$ cat src/rtl/dir_sequence_lock.sv
// Directional combination lock: the user enters SEQ_LEN codes, with retry handling, lockout and a programmable sequence.
// Optional macro DIR_LOCK_TIMEOUT_EN adds an inter-entry timeout that counts as a wrong code.
module dir_sequence_lock #(
   parameter  int DIR_W       = 3,
   parameter  int SEQ_LEN     = 5,
   parameter  int MAX_TRIES   = 3,
   parameter  int LOCKOUT_CYC = 1000,
   parameter  int TIMEOUT_CYC = 500,
   localparam int IDX_W       = (SEQ_LEN > 1) ? $clog2(SEQ_LEN) : 1,
   localparam int PROG_W      = $clog2(SEQ_LEN + 1)
) (
   input  logic              clk,
   input  logic              reset_n,
   input  logic              dir_valid,
   input  logic [DIR_W-1:0]  dir_in,
   input  logic              retry,
   input  logic              prog_en,
   input  logic [IDX_W-1:0]  prog_idx,
   input  logic [DIR_W-1:0]  prog_data,
   output logic              done,
   output logic              fail,
   output logic              alarm,
   output logic [PROG_W-1:0] progress,
   output logic [3:0]        tries_left,
   output logic [1:0]        fsm_state
);

   localparam int LCNT_W = $clog2(LOCKOUT_CYC + 1);

   localparam logic [PROG_W-1:0] LAST_POS  = PROG_W'(SEQ_LEN - 1);
   localparam logic [PROG_W-1:0] FULL_POS  = PROG_W'(SEQ_LEN);
   localparam logic [IDX_W:0]    SEQ_LIM   = (IDX_W + 1)'(SEQ_LEN);
   localparam logic [3:0]        TRIES_MAX = 4'(MAX_TRIES);
   localparam logic [LCNT_W-1:0] LCNT_LOAD = LCNT_W'(LOCKOUT_CYC);
   localparam logic [LCNT_W-1:0] LCNT_ONE  = LCNT_W'(1);

   typedef enum logic [1:0] {
      ST_ENTRY   = 2'd0,
      ST_DONE    = 2'd1,
      ST_FAIL    = 2'd2,
      ST_LOCKOUT = 2'd3
   } state_t;

   state_t              state, state_n;
   logic [PROG_W-1:0]   prog_n;
   logic [3:0]          tries_n;
   logic [3:0]          tries_dec;
   logic [LCNT_W-1:0]   lcnt, lcnt_n;
   logic [DIR_W-1:0]    seq [0:SEQ_LEN-1];
   logic [DIR_W-1:0]    cur_code;
   logic                wr_en;
   logic                timeout_hit;
   logic                mismatch;

   assign fsm_state = state;
   assign cur_code  = seq[progress[IDX_W-1:0]];
   assign tries_dec = tries_left - 4'd1;
   assign wr_en     = (state == ST_DONE) && prog_en && ({1'b0, prog_idx} < SEQ_LIM);

`ifdef DIR_LOCK_TIMEOUT_EN
   localparam int TMO_W = $clog2(TIMEOUT_CYC + 1);
   localparam logic [TMO_W-1:0] TMO_LAST = TMO_W'(TIMEOUT_CYC - 1);

   logic [TMO_W-1:0] tmo_cnt;

   // Only idle cycles in the middle of an entry age the timer; an accepted code restarts it.
   assign timeout_hit = (state == ST_ENTRY) && (progress != '0) && !dir_valid
                        && (tmo_cnt == TMO_LAST);

   always_ff @(posedge clk or negedge reset_n) begin
      if (!reset_n) begin
         tmo_cnt <= '0;
      end else if ((state == ST_ENTRY) && (progress != '0) && !dir_valid && !timeout_hit) begin
         tmo_cnt <= tmo_cnt + TMO_W'(1);
      end else begin
         tmo_cnt <= '0;
      end
   end
`else
   assign timeout_hit = 1'b0;
`endif

   always_comb begin
      state_n  = state;
      prog_n   = progress;
      tries_n  = tries_left;
      lcnt_n   = lcnt;
      mismatch = 1'b0;
      case (state)
         ST_ENTRY: begin
            if (dir_valid) begin
               if (dir_in == cur_code) begin
                  if (progress == LAST_POS) begin
                     state_n = ST_DONE;
                     prog_n  = FULL_POS;
                  end else begin
                     prog_n = progress + PROG_W'(1);
                  end
               end else begin
                  mismatch = 1'b1;
               end
            end else if (timeout_hit) begin
               mismatch = 1'b1;
            end
            if (mismatch) begin
               tries_n = tries_dec;
               prog_n  = '0;
               if (tries_dec == 4'd0) begin
                  state_n = ST_LOCKOUT;
                  lcnt_n  = LCNT_LOAD;
               end else begin
                  state_n = ST_FAIL;
               end
            end
         end
         ST_FAIL: begin
            if (retry) begin
               state_n = ST_ENTRY;
               prog_n  = '0;
            end
         end
         ST_LOCKOUT: begin
            // The load value counts the first lockout cycle, so leave when the count reaches one.
            if (lcnt <= LCNT_ONE) begin
               state_n = ST_ENTRY;
               tries_n = TRIES_MAX;
               lcnt_n  = '0;
            end else begin
               lcnt_n = lcnt - LCNT_ONE;
            end
         end
         ST_DONE: begin
            if (retry) begin
               state_n = ST_ENTRY;
               prog_n  = '0;
               tries_n = TRIES_MAX;
            end
         end
         default: begin
            state_n = ST_ENTRY;
            prog_n  = '0;
         end
      endcase
   end

   always_ff @(posedge clk or negedge reset_n) begin
      if (!reset_n) begin
         state      <= ST_ENTRY;
         progress   <= '0;
         tries_left <= TRIES_MAX;
         lcnt       <= '0;
         done       <= 1'b0;
         fail       <= 1'b0;
         alarm      <= 1'b0;
      end else begin
         state      <= state_n;
         progress   <= prog_n;
         tries_left <= tries_n;
         lcnt       <= lcnt_n;
         done       <= (state_n == ST_DONE);
         fail       <= (state_n == ST_FAIL);
         alarm      <= (state_n == ST_LOCKOUT);
      end
   end

   always_ff @(posedge clk or negedge reset_n) begin
      if (!reset_n) begin
         for (int i = 0; i < SEQ_LEN; i++) begin
            seq[i] <= DIR_W'(i);
         end
      end else if (wr_en) begin
         seq[prog_idx] <= prog_data;
      end
   end

endmodule

$ cat config.mk
export PLATFORM = sky130hd
export DESIGN_NAME = dir_sequence_lock
export DESIGN_NICKNAME = d
export VERILOG_FILES = /design/src/rtl/dir_sequence_lock.sv
export SDC_FILE = /design/constraint.sdc
export NUM_CORES = 1
export LEC_CHECK = 0
export CORE_ASPECT_RATIO = 0.7
export CORE_MARGIN = 5
export CORE_UTILIZATION = 40
export CTS_CLUSTER_SIZE = 14
export DETAILED_ROUTE_END_ITERATION = 6
export SYNTH_ARGS = -nofsm -noshare
export SYNTH_HDL_FRONTEND = slang
export SYNTH_SLANG_ARGS = --single-unit
$ cat constraint.sdc
create_clock -name clk -period 5.2 [get_ports clk]
set_input_delay 0.78 -clock clk [delete_from_list [all_inputs] [get_ports clk]]
set_output_delay 0.78 -clock clk [all_outputs]
set_load 0.05 [all_outputs]
==> results.txt <==
Status = completed
Setup-failing EPs final = 0
Largest net degree at the start of global routing = 38
Vias in the first global route = 1851
Sequential area share after synthesis = 38.7%
YS warnings = 0
Final Cycle Share = 54.5%
Die area = 7720 um2
Hold Crit Class = flop to flop
Sw Pwr = 777 uW
Finished Core Util = 48.4%
WS Path Type = flop to flop
Tmin final = 2.83 ns
Grt ovf = 0
CP arrival = 3.03 ns
Library cells used by synthesis = 57
Final net count = 290
Antenna Nets Post-Route = 0
Commonest cells after routing, fill and taps aside = dfrtp_1 (30), clkdlybuf4s50_1 (24), inv_1 (17)
Vias per cell = 5.63
All-layer global routing usage = 16.2%
Setup WS pre-CTS = 2.25 ns
Slowest stage cell, crit path = dfrtp_1
Fin cells = 342
Worst slew margin = 43.4%
GRT met3 Usage = 4.07%
CTS clk-pin slew, worst paths = 0.08 ns
Met1 Use GR = 26.0%
Combinational power share = 52.9%
Power Internal = 869 uW
Starting density of the core = 41.7%
Worst EP required = 5.39 ns
Flop pwr share = 35.1%
Most common cell after layout, fill and taps aside = dfrtp_1
Achievable Freq = 353 MHz
Hold Fails Final Rpt = 0
Xor-xnor portion of the synthesized cell area = 0.363%
Mean Syn Cell Area = 10.0 um2
Clock Skew = 0.00452 ns
Share of layout cells above drive strength 1 = 17.2%
Row Count = 23
Resize count post-CTS = 0
Synthesis-to-layout area growth = 15.9%
Die H = 75.0 um
Worst path cell trace = mux2i_1, a21oi_1, a22o_1, or4_1, and2_1, o41ai_2
Average wire per standard cell = 16.5 um
Total Power = 1650 uW
Ys flop type = dfrtp_1
Mapped Nets = 265
Clock Latency Late Sink = 0.29 ns
Critical Path Start Type = flop
Largest family of logic cells by synthesized area = simple AND/OR/NAND/NOR gates
Max cap viols = 0
Post-synthesis simple-gate area fraction = 20.3%
Fin worst setup slack = 2.37 ns
Critical Path End Type = flop
Peak supply drop = 0.316 mV
Post-synthesis mux area share = 11.3%
Maximum buffer depth of the clock tree = 2
Synthesized cell area = 2410 um2
Sw frac = 47.2%
#FFs+latches synth = 37
Buffers inserted by post-CTS timing repair = 0
Leak pwr = 0.00112 uW
Routed wire length = 5640 um
Vias = 1924
Top post-synthesis cells by area = dfrtp_1 (31%), dfstp_2 (7.6%), mux2_2 (7.0%)
Async S/R FF share, synth = 100%
CTS tree = built
Grt peak-use layer = met1
Die Width = 103 um
Detailed router's first-iteration violation count = 101
Inserted Clock Buffers = 5
Cell family with most CP delay = simple AND/OR/NAND/NOR gates
Cell area power density = 588 nW/um2
Sink Count = 37
CP peak stage delay = 0.80 ns
Inst Count DP = 334
RSZ-0062 raised after global routing = false
Adder-Cell Fraction of Synth Area = 5.18%
Largest fanout on the critical path = 20
Cell count after synthesis = 241
Antenna violations before repair = 0
Max-slew violations = 0
DP HPWL = 4320 um
Area leader, netlist = dfrtp_1
Port bufs = 25
First-pass GRT wire length = 9580 um
Setup TNS Final = 0 ns
Post-CTS Hold Buffers = 0
# fillers = 558
Io pins = 26
DRC viols = 0
Worst-margin pin slew = 0.839 ns
Yosys top cell area share = 31.1%
Iteration count of the initial detailed-routing pass = 4
H-tree Lvls = 2
Antenna Cells = 0
CP bufs+invs = 0
Core Box Area = 5780 um2
Clock Power Share = 12.0%
M2 GR Usage = 20.8%
Root Buffer = clkbuf_8
GPL Wtd Cong = 0.864
Compound-cell area share of the yosys netlist = 19.7%
Post-synth EDFFs = 0
power groups by stage:
stage / clock (uW) / combinational (uW) / sequential, uW
floorplan: 0 / 570 / 642
global placement: 0 / 857 / 581
detailed placement: 0 / 866 / 580
CTS: 205 / 871 / 575
global route: 217 / 958 / 603
finish: 197 / 871 / 578
layer usage:
layer / part of all wire, % / up-vias / routed length (um)
met2: 38 / 46 / 2110
met3: 6.4 / 4 / 362
met4: 0.94 / 0 / 53
met5: 0 / - / 0
li1: - / 957 / -
met1: 55 / 917 / 3100
per-stage QoR:
step / area, um2 / hold WS, ns
floorplan: 2410 / 0.479
detailed placement: 2710 / 0.499
global placement: 2710 / 0.493
finish: 2800 / 0.514
CTS: 2800 / 0.517
global route: 2800 / 0.528
worst reg2reg max path: stages (launching register included):
cell     delay [ns]
dfrtp_1        0.80
mux2i_1        0.31
a21oi_1        0.10
a22o_1         0.31
or4_1          0.67
and2_1         0.28
o41ai_2        0.26
cell usage after synthesis (all sizes together) (2+ instances only):
cell     count
a211oi       4
a21oi       11
a22o         8
and2         2
and3         3
buf          4
clkbuf       2
dfrtp       30
dfstp        7
ha          10
inv         17
mux2        18
mux2i        7
nand2       16
nand2b       5
nand3        5
nand3b       4
nor2        15
nor2b        2
nor3         8
nor3b        3
nor4         3
o211ai      10
o21ai        9
o221ai       5
o2bb2ai      2
o41ai        4
or2          4
or3          2
or4          3
or4bb        2
layout make-up:
cell class                      count  area (um2)  area share, %
Multi-Input combinational cell    180        1370           49.1
Sequential cell                    37         935           33.4
Timing Repair Buffer               25         245           8.77
Tap cell                           75        93.8           3.35
Clock buffer                        5        68.8           2.46
Inverter                           17        63.8           2.28
Clock inverter                      3        17.5          0.626
state kept, by name, summed over array words and instances (netlist names):
| name | count |
|---|---|
| seq | 15 |
| lcnt | 10 |
| tries_left | 4 |
| progress | 3 |
| fsm_state | 2 |
| alarm | 1 |
| done | 1 |
| fail | 1 |
worst paths after layout:
| check | cells past startpoint | from | slack (ns) | end |
|---|---|---|---|---|
| worst min-delay path | 1 | seq[0] | 0.51 | seq[0] |
| worst min register to register | 1 | seq[0] | 0.51 | seq[0] |
| max in group asynchronous | 1 | reset_n | 4.09 | seq[13] |
| worst max register to register | 6 | progress[0] | 2.37 | progress[1] |
| min in group asynchronous | 1 | reset_n | 0.59 | lcnt[0] |
| worst max-delay path | 6 | progress[0] | 2.37 | progress[1] |
kinds of logic (layout without fill, tap and decap cells):
group | Yosys count | count (layout)
flops | 37 | 37
buf+inv | 24 | 50
compound gates | 63 | 63
mux | 25 | 25
xor+xnor | 1 | 1
fa+ha+maj | 10 | 10
simple gates | 81 | 81
(Power assumes the default switching activity.)
==> edit: new RTL, same flow settings <==
The option `DIR_LOCK_TIMEOUT_EN` is turned on by a define.
--- a/src/rtl/dir_sequence_lock.sv
+++ b/src/rtl/dir_sequence_lock.sv
@@ -2,2 +2,4 @@
 // Optional macro DIR_LOCK_TIMEOUT_EN adds an inter-entry timeout that counts as a wrong code.
+`define DIR_LOCK_TIMEOUT_EN
+
 module dir_sequence_lock #(
Formal check against the unedited RTL: no difference found for any inputs over 10 cycles, from zero or initial values and one cycle with reset_n low; that may be too few to reach the edited logic, so the function may still have changed.
==> edit against the unedited design <==
Setup slack improved by 22 ps; global-route usage is 0.28 points lower; sequential cell count grew 9; final area increased by 17%; critical endpoint is now fail; wire length increased by 14%; die area is 14% higher; area after synthesis up 16%; sequential power grew 10%; power is 16% higher; non-clock buffer count is the same; critical path depth increased by 1; first-iteration DRC count grew 21%; largest power group unchanged.
==> edit: results <==
metrics = {
    "power_and_ir_drop": {
        "clkPwrFrac_pct": 16.8,
        "leakage_nw": 1.31,
        "intPower_mw": 1.07,
        "pg_seq_uw": 637,
        "vdd_drop_max_mv": 0.265,
    },
    "routing": {
        "wirelength_mm": 6.43,
        "wl_met1_mm": 3.48,
        "detail_route.vias_per_cell": 5.48,
        "dr_wl_met3_um": 346,
        "routed-wl-met2_mm": 2.53,
    },
    "global_routing": {
        "grtUsageMet1_pct": 25.7,
        "grt_pass1_vias": 2052,
        "grtUsageMet2_pct": 20.3,
        "met3_usage_pct": 3.86,
        "grt_max_degree": 47,
        "grt.total_usage_pct": 15.9,
    },
    "critical_path": {
        "r2r_cells": 8,
        "ff2ff_setup_slack_ps": 2480,
        "startpoint": "dir_valid",
        "cp_max_fo": 6,
        "r2r-end": "tries_left[3]",
        "critPathArrivalTime_ps": 3020,
        "cpPeakStageDelay_ps": 540,
    },
    "worst_hold_path": {
        "holdCritStartpoint": "seq[10]",
        "whs_endpoint": "seq[10]",
    },
    "layout": {
        "fin_cells": 399,
        "area_share_clock_buf_inv_pct": 4.21,
        "buf_share_pct": 7.51,
        "seq_area_share_pct": 35.5,
        "reg_top3": "seq x15, lcnt x10, tmo_cnt x9",
        "nFillCells": 641,
        "multi_input_area_um2": 1550,
        "drive_gt1_share_pct": 16.1,
    },
    "timing": {
        "period_minus_slack_ps": 2810,
        "skew_ps": 8.21,
        "worstMarginPinSlew_ps": 1060,
    },
    "synthesis": {
        "synthTopCellsByArea": "dfrtp_1, mux2_2, dfstp_2, ha_1, nor3_1",
        "netlist_top_cells_count": "dfrtp_1, nor3_1, nor2_1",
        "yosysUniqueCellTypes": 66,
        "syn-instance-count": 277,
        "synth_sequential_area_ratio_pct": 41.3,
        "syn-num-nets": 303,
    },
    "run_status": {
        "outcome": "finished, final reports clean",
    },
    "placement": {
        "gp_congestion": 0.823,
    },
    "cts": {
        "clock_sinks": 46,
    },
}
==> edit: cell types whose count changed in the layout (fill, tap and decap cells not counted), moves of 4 or more <==
cell	change
a22o_1	-4
dfrtp_1	+9
nand2b_1	-4
nand3_1	+5
nor2_1	+6
nor3_1	+15
nor4_1	+5
o211ai_1	-8
o31ai_1	+4
xor2_1	+6
==> edit: kinds of logic (layout without fill, tap and decap cells) <==
| group | Yosys count | count (layout) | share of synthesized area (%) |
|---|---|---|---|
| xor gates and xnor gates | 9 | 9 | 2.81 |
| AOI/OAI and AO/OA | 57 | 57 | 15.4 |
| adders and majority gates | 12 | 12 | 5.35 |
| DFF | 46 | 46 | 41.3 |
| muxes | 23 | 23 | 9.14 |
| buffers and inverters | 19 | 47 | 3.26 |
| and+or+nand+nor | 111 | 111 | 22.7 |
==> edit: stage by stage <==
stage | util, % | total power, mW
floorplan | - | 1.33
global placement | 46.1 | 1.58
detailed placement | 46.1 | 1.59
CTS | 48.1 | 1.92
global route | 48.1 | 2.06
finish | 48.1 | 1.91
